**config.mk**
```make
export PLATFORM = sky130hd
export DESIGN_NAME = io_port_flat
export DESIGN_NICKNAME = d
export VERILOG_FILES = /design/src/rtl/io_port_if.sv /design/src/rtl/io_port.sv /design/src/flat_wrapper.sv
export SDC_FILE = /design/constraint.sdc
export NUM_CORES = 1
export LEC_CHECK = 0
export CORE_UTILIZATION = 47
export DETAILED_ROUTE_END_ITERATION = 12
export GPL_TIMING_DRIVEN = 0
export PLACE_DENSITY = 0.75
export SKIP_CTS_REPAIR_TIMING = 1
export SYNTH_ARGS = -nofsm -noshare
export SYNTH_HDL_FRONTEND = slang
export SYNTH_SLANG_ARGS = --single-unit
export TNS_END_PERCENT = 100
```
**constraint.sdc**
```tcl
create_clock -name Clock -period 2.1 [get_ports Clock]
set_clock_uncertainty 0.05 [all_clocks]
set_input_delay 0.21 -clock Clock [delete_from_list [all_inputs] [get_ports Clock]]
set_output_delay 0.21 -clock Clock [all_outputs]
set_load 0.01 [all_outputs]
```
**src/rtl/io_port_if.sv**
```systemverilog
// io_port device-side channels: a valid/ready producer channel into the
// input FIFO and a 4-phase valid/ack consumer channel out of the output register.
// master = external device side, slave = io_port side.
interface io_port_if #(
    parameter int WIDTH = 32
);
    logic [WIDTH-1:0] dev_in_data;
    logic             dev_in_valid;
    logic             dev_in_ready;
    logic [WIDTH-1:0] dev_out_data;
    logic             dev_out_valid;
    logic             dev_out_ack;

    modport master (
        output dev_in_data,
        output dev_in_valid,
        input  dev_in_ready,
        input  dev_out_data,
        input  dev_out_valid,
        output dev_out_ack
    );

    modport slave (
        input  dev_in_data,
        input  dev_in_valid,
        output dev_in_ready,
        output dev_out_data,
        output dev_out_valid,
        input  dev_out_ack
    );
endinterface

```
**src/rtl/io_port.sv**
```systemverilog
// io_port: input FIFO feeding an input register toward the bus mux, plus an
// output register with a 4-phase handshake toward an external consumer.
// Optional feature macro: IO_LOOPBACK_EN adds lb_mode, which routes
// OutPortIn writes back into the input FIFO instead of the consumer.
//
// Output FSM
//   state   | meaning
//   IDLE    | nothing pending for the consumer
//   PRESENT | output register valid, waiting for dev_out_ack=1
//   ACKED   | consumer acked, waiting for dev_out_ack=0
module io_port #(
    parameter int FIFO_DEPTH = 4,
    parameter int WIDTH      = 32
) (
    input  logic                          Clock,
    input  logic                          Reset,
`ifdef IO_LOOPBACK_EN
    input  logic                          lb_mode,
`endif
    input  logic                          clear,
    input  logic                          strobe,
    input  logic                          InPortout,
    input  logic                          OutPortIn,
    input  logic [WIDTH-1:0]              BusMuxOut,
    output logic [WIDTH-1:0]              InPort_data_out,
    io_port_if.slave                      dev,
    output logic [$clog2(FIFO_DEPTH):0]   in_count,
    output logic                          in_underflow,
    output logic                          out_overwrite
);
    localparam int PW = $clog2(FIFO_DEPTH);
    localparam int CW = PW + 1;

    typedef enum logic [1:0] {IDLE, PRESENT, ACKED} out_state_t;

    logic [WIDTH-1:0] mem [FIFO_DEPTH];
    logic [PW-1:0]    rd_ptr, wr_ptr;
    logic [WIDTH-1:0] in_reg, out_reg, push_data;
    logic             strobe_q;
    logic             lb_active, full, empty, push, pop, pop_req, ow_set;
    out_state_t       state, state_nxt;

`ifdef IO_LOOPBACK_EN
    assign lb_active = lb_mode;
`else
    assign lb_active = 1'b0;
`endif

    assign full      = (in_count == CW'(FIFO_DEPTH));
    assign empty     = (in_count == '0);
    assign dev.dev_in_ready = !full && !lb_active;
    // in loopback the bus write lands in the FIFO; a full FIFO silently drops it
    assign push      = lb_active ? (OutPortIn && !full) : (dev.dev_in_valid && dev.dev_in_ready);
    assign push_data = lb_active ? BusMuxOut : dev.dev_in_data;
    assign pop_req   = strobe && !strobe_q;
    assign pop       = pop_req && !empty;

    assign InPort_data_out   = InPortout ? in_reg : '0;
    assign dev.dev_out_data  = out_reg;
    assign dev.dev_out_valid = (state == PRESENT);

    // FIFO storage; contents are don't-care once the pointers are reset
    always_ff @(posedge Clock) begin
        if (push && !clear) mem[wr_ptr] <= push_data;
    end

    // FIFO pointers, occupancy, input register, strobe history, sticky flags
    always_ff @(posedge Clock or posedge Reset) begin
        if (Reset) begin
            rd_ptr        <= '0;
            wr_ptr        <= '0;
            in_count      <= '0;
            in_reg        <= '0;
            strobe_q      <= 1'b0;
            in_underflow  <= 1'b0;
            out_overwrite <= 1'b0;
            out_reg       <= '0;
            state         <= IDLE;
        end else if (clear) begin
            rd_ptr        <= '0;
            wr_ptr        <= '0;
            in_count      <= '0;
            in_reg        <= '0;
            strobe_q      <= 1'b0;
            in_underflow  <= 1'b0;
            out_overwrite <= 1'b0;
            out_reg       <= '0;
            state         <= IDLE;
        end else begin
            strobe_q <= strobe;
            if (push) wr_ptr <= wr_ptr + 1'b1;
            if (pop) begin
                rd_ptr <= rd_ptr + 1'b1;
                in_reg <= mem[rd_ptr];
            end
            if (pop_req && empty) in_underflow <= 1'b1;
            in_count <= in_count + CW'(push) - CW'(pop);
            if (OutPortIn) out_reg <= BusMuxOut;
            if (ow_set) out_overwrite <= 1'b1;
            state <= state_nxt;
        end
    end

    // output handshake next-state; a bus write restarts presentation from any state
    always_comb begin
        state_nxt = state;
        ow_set    = 1'b0;
        if (OutPortIn && !lb_active) begin
            state_nxt = PRESENT;
            ow_set    = (state == PRESENT);
        end else begin
            case (state)
                PRESENT: if (dev.dev_out_ack)  state_nxt = ACKED;
                ACKED:   if (!dev.dev_out_ack) state_nxt = IDLE;
                default: state_nxt = state;
            endcase
        end
    end
endmodule

```
**src/flat_wrapper.sv**
```systemverilog
// flat-port wrapper written by rule: the top's interface ports become plain ports
module io_port_flat 
#(
    parameter int FIFO_DEPTH = 4,
    parameter int WIDTH      = 32
)
  (Clock, Reset, clear, strobe, InPortout, OutPortIn, BusMuxOut, InPort_data_out, in_count, in_underflow, out_overwrite, dev_dev_in_data, dev_dev_in_valid, dev_dev_in_ready, dev_dev_out_data, dev_dev_out_valid, dev_dev_out_ack);
  io_port_if #(.WIDTH(WIDTH)) dev_i ();
  input  logic Clock;
  input  logic Reset;
  input  logic clear;
  input  logic strobe;
  input  logic InPortout;
  input  logic OutPortIn;
  input  logic [WIDTH-1:0] BusMuxOut;
  output logic [WIDTH-1:0] InPort_data_out;
  output logic [$clog2(FIFO_DEPTH):0] in_count;
  output logic in_underflow;
  output logic out_overwrite;
  input wire logic [$bits(dev_i.dev_in_data)-1:0] dev_dev_in_data;
  input wire logic [$bits(dev_i.dev_in_valid)-1:0] dev_dev_in_valid;
  output wire logic [$bits(dev_i.dev_in_ready)-1:0] dev_dev_in_ready;
  output wire logic [$bits(dev_i.dev_out_data)-1:0] dev_dev_out_data;
  output wire logic [$bits(dev_i.dev_out_valid)-1:0] dev_dev_out_valid;
  input wire logic [$bits(dev_i.dev_out_ack)-1:0] dev_dev_out_ack;
  assign dev_i.dev_in_data = dev_dev_in_data;
  assign dev_i.dev_in_valid = dev_dev_in_valid;
  assign dev_dev_in_ready = dev_i.dev_in_ready;
  assign dev_dev_out_data = dev_i.dev_out_data;
  assign dev_dev_out_valid = dev_i.dev_out_valid;
  assign dev_i.dev_out_ack = dev_dev_out_ack;
  io_port #(.FIFO_DEPTH(FIFO_DEPTH), .WIDTH(WIDTH)) u_core (.Clock(Clock), .Reset(Reset), .clear(clear), .strobe(strobe), .InPortout(InPortout), .OutPortIn(OutPortIn), .BusMuxOut(BusMuxOut), .InPort_data_out(InPort_data_out), .dev(dev_i), .in_count(in_count), .in_underflow(in_underflow), .out_overwrite(out_overwrite));
endmodule
```
==> impl_metrics.toml <==
[worst_hold_path]
min_path_cells = 3
min_from = "OutPortIn"
min_path_type = "in -> reg"
hold_path_end = "u_core.dev.dev_out_data[29]$_DFFE_PP0P_"

[worst_setup_path]
r2r_cells = 8
r2r_start = "u_core.in_count[0]$_DFF_PP0_"
start_kind = "register"
critPathArrivalTime_ns = 2.36
crit_required_ns = 2.39
r2r_slack_ns = 0.04
crit_fanout = 5
critPathKind = "reg -> reg"
rr_endpoint = "u_core.in_count[1]$_DFF_PP0_"
endpoint_kind = "register"

[yosys]
synth_common_cells = "edfxtp_1 (128), dfrtp_1 (76), nor2_1 (39)"
syn-num-nets = 535
netlist_top_cells_area = "edfxtp_1 (48%), dfrtp_1 (24%), mux4_2 (7.6%)"
ys_warn_count = 0
synthesis.instances = 454
synth_top_area_share_pct = 47.9
synth_area_mm2 = 0.00803
ys_types = 35
synth_most_common_cell = "edfxtp_1"
ys_dominant_reg_cell = "edfxtp_1"
async_reset_ff_share_pct = 37.3
synth_top_cell_by_area = "edfxtp_1"
syn_avg_cell_area_um2 = 17.7
synth_edf_count = 128
ys_seq_area_share_pct = 71.6
ys_seq_elements = 204

[cells_and_area]
finalInstanceArea_mm2 = 0.0105
drive_gt1_share_pct = 16.3
largest_register_ff_count = 128
post-route-util_pct = 63.3
syn_to_final_growth_pct = 31.2
multi_input_area_mm2 = 0.00211
diodes = 0
nets = 704
fill_cells = 1182
regArea_mm2 = 0.00575

[drt]
dr_total_vias = 4537
drtAntennaViolNets = 0
routedWlPerCell_um = 19.5
wl_mm = 16.8
drc_errors = 0
dr.pass1.iters = 4
vias_per_cell = 5.29
drtIter0Drc = 135

[floorplan]
fp.dieW_um = 133
start_util_pct = 48.2
dieArea_mm2 = 0.0176
rows = 47
core_mm2 = 0.0166
ios = 143
die_y_um = 133

[placed_design]
routabilityCongestion = 0.839
place_area_mm2 = 0.00974
pre_cts_slack_ns = -0.571
dpl.hpwl_mm = 10.3
io_buffers = 141

[power]
p_total_uw = 10200
p_leak_uw = 0.00403
powerDensity_mw_per_mm2 = 973
vdd_ir_drop_max_uv = 762

[global_routing]
grt_max_degree = 44
grt_usage_pct = 19.5
antenna_found_initial = 0
gr-total-overflow = 0
grt_first_pass_wirelength_mm = 26.2
grt_pass1_vias = 4912

[sta]
period_minus_slack_ns = 2.06
fin_ws_ns = 0.0357
worstMarginPinSlew_ns = 0.873
rsz0062_at_grt = "true"
fin_tns_setup_ns = 0
max_slew_margin_pct = 41.7
fmax_mhz = 484
slew_viol_final = 0
setup_viol = 0
finalCritPeriodShare_pct = 98.3
final-hold-violation-count = 0

[cts]
cts_tree = "yes"
clockBufferDepth = 3
clkLatencyLatePin_ns = 0.49
numCtsBuffers = 21
cts.sinks = 204
htree_num_levels = 1
path_clk_slew_ns = 0.06
root_buffer = "clkbuf_16"

[job]
cap_violations = 0

[run_status]
outcome = "finished clean"
[layout by cell type, fill, tap and decap left out, types with 3 or more instances in the layout]
cell | synthesis | routed
buf_4 | 0 | 4
clkdlybuf4s50_1 | 0 | 140
and2_4 | 0 | 4
dfrtp_2 | 0 | 3
mux4_2 | 27 | 27
a22o_1 | 32 | 32
a21oi_1 | 6 | 6
mux2i_1 | 32 | 32
nor2_1 | 39 | 38
clkbuf_16 | 0 | 21
inv_1 | 12 | 11
clkinv_2 | 0 | 3
mux4_1 | 5 | 5
buf_2 | 8 | 8
clkbuf_8 | 0 | 10
dfrtp_1 | 76 | 73
o21ai_0 | 3 | 3
buf_12 | 2 | 3
nor2b_1 | 3 | 3
clkbuf_1 | 9 | 9
edfxtp_1 | 128 | 128
and2_1 | 37 | 33
buf_6 | 5 | 5
ha_1 | 8 | 8
[power breakdown]
part	switching, uW	total (uW)	internal [uW]
logic	824	1830	1010
registers	161	4770	4600
clock network	1450	3640	2190
[cell families after synthesis]
family | after synthesis | synth area share [%]
buf+inv | 38 | 2.77
compound gates | 46 | 4.69
simple gates | 91 | 6.03
mux | 64 | 13.2
flops | 204 | 71.6
fa+ha+maj | 9 | 1.50
xor+xnor | 2 | 0.218
[critical path, stage by stage, from the launching register on]
cell and delay, ns:
dfrtp_2 0.45, nor3_4 0.27, nor2_2 0.08, ha_1 0.27
inv_1 0.06, ha_1 0.14, inv_1 0.06, fa_2 0.52
nor2_1 0.04
[metrics by stage]
stage               cells  hold WS (ns)
floorplan             454         0.223
global placement      815         0.427
detailed placement    816         0.436
CTS                   854        0.0982
global route          858         0.117
finish                858         0.102
[worst max-delay path by stage]
stage / from / end / slack, ns / depth (start not counted)
finish: u_core.in_count[0]$_DFF_PP0_ / u_core.in_count[1]$_DFF_PP0_ / 0.04 / 8
global route: u_core.in_count[0]$_DFF_PP0_ / u_core.in_count[2]$_DFF_PP0_ / -0.07 / 9
CTS: u_core.in_count[1]$_DFF_PP0_ / dev_dev_in_ready / -0.30 / 3
detailed placement: clear / u_core.mem[2][14]$_DFFE_PP_ / -0.57 / 4
global placement: clear / u_core.mem[2][11]$_DFFE_PP_ / -0.49 / 4
floorplan: u_core.in_count[1]$_DFF_PP0_ / u_core.in_count[2]$_DFF_PP0_ / 0.02 / 9
[layer usage]
metal	share of wire, %	GRT usage (%)	wire, um	vias to the layer above
met4	1.7	4.28	287	0
met5	0	0	0	-
met2	50	34.2	8370	150
met1	42	24.9	7110	2303
met3	5.9	4.18	997	24
li1	-	-	-	2060
[layout make-up]
class	instances	area share, %
tap	220	2.61
inverter	12	0.464
clock inverter	4	0.226
clock buffer	34	6.41
buffer	26	1.79
multi-input combinational	213	20.0
timing repair buffer	145	13.8
sequential	204	54.6
No activity file was read; power rests on OpenSTA's default activity.
